<file path="src/rtl/return_addr_stack.sv">
// Circular return-address stack feeding the PCSrc=2'b10 next-PC source.
// Calls push the return PC; returns read the top entry combinationally and pop it at the edge.
module return_addr_stack #(
    parameter int REG_BITS = 32,
    parameter int DEPTH    = 8,
    parameter int PTR_BITS = 3
) (
    input  logic                clk,
    input  logic                reset_n,
    input  logic                clear,
    input  logic                push,
    input  logic [REG_BITS-1:0] push_pc,
    input  logic                pop,
    output logic [REG_BITS-1:0] pop_pc,
    output logic [PTR_BITS:0]   count,
    output logic                empty,
    output logic                full,
    output logic                overflow_err,
    output logic                underflow_err
);

    localparam logic [PTR_BITS:0] CNT_FULL = (PTR_BITS+1)'(DEPTH);

    logic [REG_BITS-1:0] mem [DEPTH];
    logic [PTR_BITS-1:0] tp;
    logic [PTR_BITS-1:0] tp_inc;
    logic [PTR_BITS-1:0] tp_dec;
    logic [PTR_BITS:0]   cnt;
    logic                is_empty;
    logic                is_full;

    assign tp_inc   = tp + 1'b1;
    assign tp_dec   = tp - 1'b1;
    assign is_empty = (cnt == '0);
    assign is_full  = (cnt == CNT_FULL);

    always_ff @(posedge clk or negedge reset_n) begin
        if (!reset_n) begin
            for (int i = 0; i < DEPTH; i++) mem[i] <= '0;
            tp            <= '0;
            cnt           <= '0;
            overflow_err  <= 1'b0;
            underflow_err <= 1'b0;
        end else if (clear) begin
            tp            <= '0;
            cnt           <= '0;
            overflow_err  <= 1'b0;
            underflow_err <= 1'b0;
        end else if (push && pop && !is_empty) begin
            // Return followed by call in one instruction: replace the top in place.
            mem[tp] <= push_pc;
        end else if (push) begin
            // Also covers push+pop on an empty stack: flag the underflow, then push.
            tp          <= tp_inc;
            mem[tp_inc] <= push_pc;
            if (is_full) overflow_err <= 1'b1;
            else         cnt          <= cnt + 1'b1;
            if (pop) underflow_err <= 1'b1;
        end else if (pop) begin
            if (is_empty) begin
                underflow_err <= 1'b1;
            end else begin
                tp  <= tp_dec;
                cnt <= cnt - 1'b1;
            end
        end
    end

    assign pop_pc = is_empty ? '0 : mem[tp];
    assign count  = cnt;
    assign empty  = is_empty;
    assign full   = is_full;

endmodule

</file>
<file path="config.mk">
export PLATFORM = sky130hd
export DESIGN_NAME = return_addr_stack
export DESIGN_NICKNAME = d
export VERILOG_FILES = /design/src/rtl/return_addr_stack.sv
export SDC_FILE = /design/constraint.sdc
export NUM_CORES = 1
export LEC_CHECK = 0
export CORE_MARGIN = 2
export CORE_UTILIZATION = 28
export CTS_CLUSTER_SIZE = 14
export DETAILED_ROUTE_END_ITERATION = 6
export GPL_TIMING_DRIVEN = 1
export HOLD_SLACK_MARGIN = 0.03
export SLEW_MARGIN = 25
export SYNTH_ARGS = -nofsm -noshare
export SYNTH_HDL_FRONTEND = slang
export SYNTH_SLANG_ARGS = --single-unit
</file>
<file path="constraint.sdc">
create_clock -name clk -period 3.21 [get_ports clk]
set_input_delay 0.321 -clock clk [delete_from_list [all_inputs] [get_ports clk]]
set_output_delay 0.321 -clock clk [all_outputs]
set_load 0.05 [all_outputs]
</file>
* Word-level counts from Yosys, hierarchy flattened
Cells that the tools add are included.
Word-level totals: input bits 37, register bits 265
Cells by class: $add $sub $neg 4, multiplexer cells 33, equality and inequality tests 4, bitwise logic cells 3, reduce and logical (&&, ||, !) cells 17, order comparisons 4
Operators with widths (count):
- $bwmux 256 | 2
- $mux 256 | 2
- $demux 32 s3 | 2
- $mux 32 | 5
- $bmux 32 s3 | 1
- $mux 4 | 6
- $mux 3 | 5
- $mux 1 | 10
- $reduce_and 3->1 | 3
- $ge 4x4->1 const B | 2
- $lt 4x1->1 const B | 2
- $not 3->4 | 2
- $reduce_bool 2->1 | 4
- $ne 3x3->1 const B | 2
- $reduce_bool 3->1 | 2
- $add 4x1->4 const B | 1
- $eq 4x4->1 const B | 1
- $logic_and 1x1->1 | 4
- $logic_not 4->1 | 1
- $reduce_and 4->1 | 1
- $sub 4x1->4 const B | 1
- $add 3x1->3 const B | 1
- $sub 3x1->3 const B | 1
- $ne 2x2->1 const B | 1
- other kinds (3) | 3

* Depth between registers and ports, before layout
depth after elaboration 9, gate-level depth with buffers 10

* Least setup slack after synthesis
Ideal clock, no wire load.
kind register to register, from register cnt[3], in the netlist count[3], to register cnt[3], in the netlist count[3], library setup time 104 ps, buffers on the path 0, cell stages (with the launch flop) 5, arrival time 3272 ps, data required time 3106 ps, clock period less this slack 3376 ps, slack -166 ps, path through dfrtp_1 > nor4b_1 > or3_1 > mux2i_1 > a221oi_1
On the way: elaborated cells between the ends (all ways) 16
RTL lines:
- start, declared | line 28 | logic [PTR_BITS:0] cnt;
- start signal, assigned | line 57 | else cnt <= cnt + 1'b1;
- start signal, assigned | line 64 | cnt <= cnt - 1'b1;
- $eq 4x4->1 | line 35 | assign is_full = (cnt == CNT_FULL);
- via full | line 17 | output logic full,
- $ne 3x3->1 (no line)
- $reduce_and 4->1 (no line)
The timed path passes the listed nets, and every way through them passes these cells. The select of a mux whose other input is x is not followed. A chain may end at the register's enable or synchronous reset.

* Worst setup path in the final report
from register tp[0], to output pop_pc[10]
On the way: cells in the longest elaborated chain, start to end 5
RTL lines:
- start, declared | line 25 | logic [PTR_BITS-1:0] tp;
- start signal, assigned | line 54 | tp <= tp_inc;
- start signal, assigned | line 63 | tp <= tp_dec;
- $not 3->4 (not written as such) | line 69 | assign pop_pc = is_empty ? '0 : mem[tp];
- $bmux 32 s3 | line 69
- $mux 32 (not written as such) (2 in series) | line 69
- $mux 32 | line 69
- end, declared | line 14 | output logic [REG_BITS-1:0] pop_pc,
No other way between the ends. The select of a mux whose other input is x is not followed.

==> metrics.csv <==
metric,value,unit
status,finished clean,
endpoints failing hold,0,
WP data arrival,2.70,ns
CP max FO,14,
"commonest non-fill, non-tap cells in the layout","dfrtp_1 (262), mux2_2 (236), nand2_1 (54), buf_4 (51), clkdlybuf4s50_1 (42)",
fill count,4226,
Worst Max-Slew Pin Slew,0.779,ns
vias per cell,4.92,
global-route wire length before repair,53000,um
CTS buffer count,30,
Synth Warn #,0,
cell area after synthesis,12700,um2
Post-CTS Setup Repair Bufs,0,
Max Buffers Root-to-Sink,3,
clock network power share,23.4,%
Internal Power,10.7,mW
H-Tree Level Count,1,
worst slack at placement,0.346,ns
Max Cap Viol,0,
worst skew pair latency,0.55,ns
part of the power in registers,34.6,%
register area share after synthesis,52.4,%
Initial Util,28.5,%
Gate power share,42.1,%
endpoint class of the critical path,output port,
share of layout cells above drive strength 1,44.0,%
Post-synth ARST share,100,%
Net Sw Frac,34.1,%
Pre-Repair DR Iteration Count,4,
Cell variety after synth,64,
die area,46900,um2
setup ws final,0.185,ns
antenna violations before repair,2,
vias in the first global route,8535,
max-slew violations,0,
maximum VDD drop,0.416,mV
clk slew on worst S/H paths,0.06,ns
clk_skew,0.0223,ns
Post-DRT Antenna Nets,0,
total power,16.2,mW
1st-iter DRT viols,406,
num rows,77,
Mapped Nets,946,
"flops & latches, synth",265,
"EDFF count, synth",0,
P_sw,5.52,mW
setup TNS,0,ns
grt ovf,0,
Vias,7978,
All-Layer GR Usage,14.5,%
final std cells w/o fill,1621,
final worst-path cycle share,94.3,%
Critical Path Source,tp[0],
DRC,0,
Reg2Reg Launch Point,tp[1],
GPL Wtd Cong,0.740,
crit path launch type,flip-flop,
syn_area_per_cell,14.0,um2
I/O Buffers,76,
number of cells after detailed placement,1564,
top_reg_cell synth,dfrtp_1,
detail-routed net length per standard cell,20.7,um
kind of critical path,flip-flop to output port,
Final Setup Violations,0,
CTS tree,done,
I/O pin total,77,
die height,217,um
cells after synthesis,904,
core area,44400,um2
FMAX,331,MHz
largest net degree at the start of global routing,97,
min Tclk post-route,3.03,ns
"commonest non-fill, non-tap cell in the layout",dfrtp_1,
critical path required time,2.89,ns
Root Buffer,clkbuf_16,
Clock Sinks,265,
routed wire length,33600,um
P&R area growth vs syn,24.3,%
hpwl dp,21200,um
Static Leak,6.81,nW
power density cells,1030,nW/um2
RSZ-0062 raised after global routing,false,
die width,217,um
nets,1047,
Hold Path Class,input port to asynchronous set/reset pin,
relative slew slack,48.1,%
power by group through the flow:
stage                     Sequential (mW)  Clock, mW  Combinational, mW
after floorplan                      5.43          0               4.51
after global placement               5.56          0               6.79
after detailed placement             5.65          0               6.88
after CTS                            5.60       3.86               6.91
after global routing                 5.80       4.02               7.26
final                                5.60       3.78               6.81
worst paths after layout:
path	end	slack (ns)	cells after the start
setup / recovery	pop_pc[10]	0.18	8
hold / removal	mem[73]	0.43	2
setup reg to reg	mem[149]	0.42	7
hold reg to reg	mem[223]	0.49	1
max in group asynchronous	mem[81]	1.92	3
min in group clk	mem[223]	0.49	1
cells by family (layout without fill, tap and decap cells):
logic type | Yosys count | after routing | synth area share, %
and+or+nand+nor | 117 | 117 | 4.45
buffers and inverters | 67 | 191 | 3.02
AOI/OAI and AO/OA | 120 | 120 | 7.31
xor gates and xnor gates | 5 | 5 | 0.346
muxes | 325 | 325 | 31.9
adders and majority gates | 5 | 5 | 0.553
DFF | 265 | 265 | 52.4
other | 0 | 1 | 0
per-stage QoR:
step / cell area, um2 / util, % / hold WS [ns]
after floorplan: 12700 / - / 0.0254
after global placement: 14600 / 32.9 / 0.418
after detailed placement: 14600 / 32.9 / 0.420
after CTS: 15700 / 35.4 / 0.457
after global routing: 15700 / 35.4 / 0.501
final: 15700 / 35.4 / 0.429
cell type report:
type	count	area (um2)	share of cell area, %
tap	592	741	4.71
inverter	7	26.3	0.167
antenna	1	2.50	0.0159
multi-input combinational	572	5710	36.3
clock inverter	13	225	1.43
clock buffer	42	887	5.64
timing repair buffer	129	1500	9.53
sequential	265	6640	42.2
sequential cells by signal (all words and copies together) (netlist names):
| signal | cells |
|---|---|
| mem | 256 |
| underflow_err | 1 |
| count | 4 |
| overflow_err | 1 |
| tp | 3 |
per-layer routing:
metal | share of wire, % | track usage [%] | up-vias | wire length (um)
met1 | 46 | 20.4 | 4185 | 15500
met4 | 2.0 | 3.17 | 4 | 662
li1 | - | - | 3565 | -
met2 | 47 | 23.6 | 174 | 15800
met5 | 0.068 | 0 | - | 23
met3 | 4.9 | 2.18 | 50 | 1650
Yosys cell counts, drive strengths merged (4+ instances only):
cell type,n,share of area (%)
mux2,272,25
dfrtp,265,52
nand2,54,1.6
buf,47,2.3
mux4,27,4.8
mux2i,26,2.1
a21oi,23,1.0
nor2,23,0.70
a221oi,16,1.1
clkbuf,13,0.55
a31oi,12,0.59
a22oi,11,0.65
a22o,9,0.62
o21ai,9,0.42
o2bb2ai,9,0.62
and2,7,0.36
nor2b,6,0.30
a32oi,5,0.35
and3,5,0.25
o21a,5,0.30
a211oi,4,0.28
clkinv,4,0.12
ha,4,0.40
o211ai,4,0.24
o22ai,4,0.20
critical path: stages (launching register included):
cell and delay, ns:
dfrtp_4 0.44, buf_4 0.29, buf_4 0.31, nor2_1 0.09
buf_4 0.17, a221oi_1 0.31, nor2_1 0.10, o21a_1 0.27
buf_12 0.18
what timing repair did:
action	CTS	global route
pin swaps	0	0
hold endpoints to repair	93	0
gates resized for setup	1	1
hold buffers	1	0
setup endpoints to repair	3	1
No activity file was read; power rests on OpenSTA's default activity.
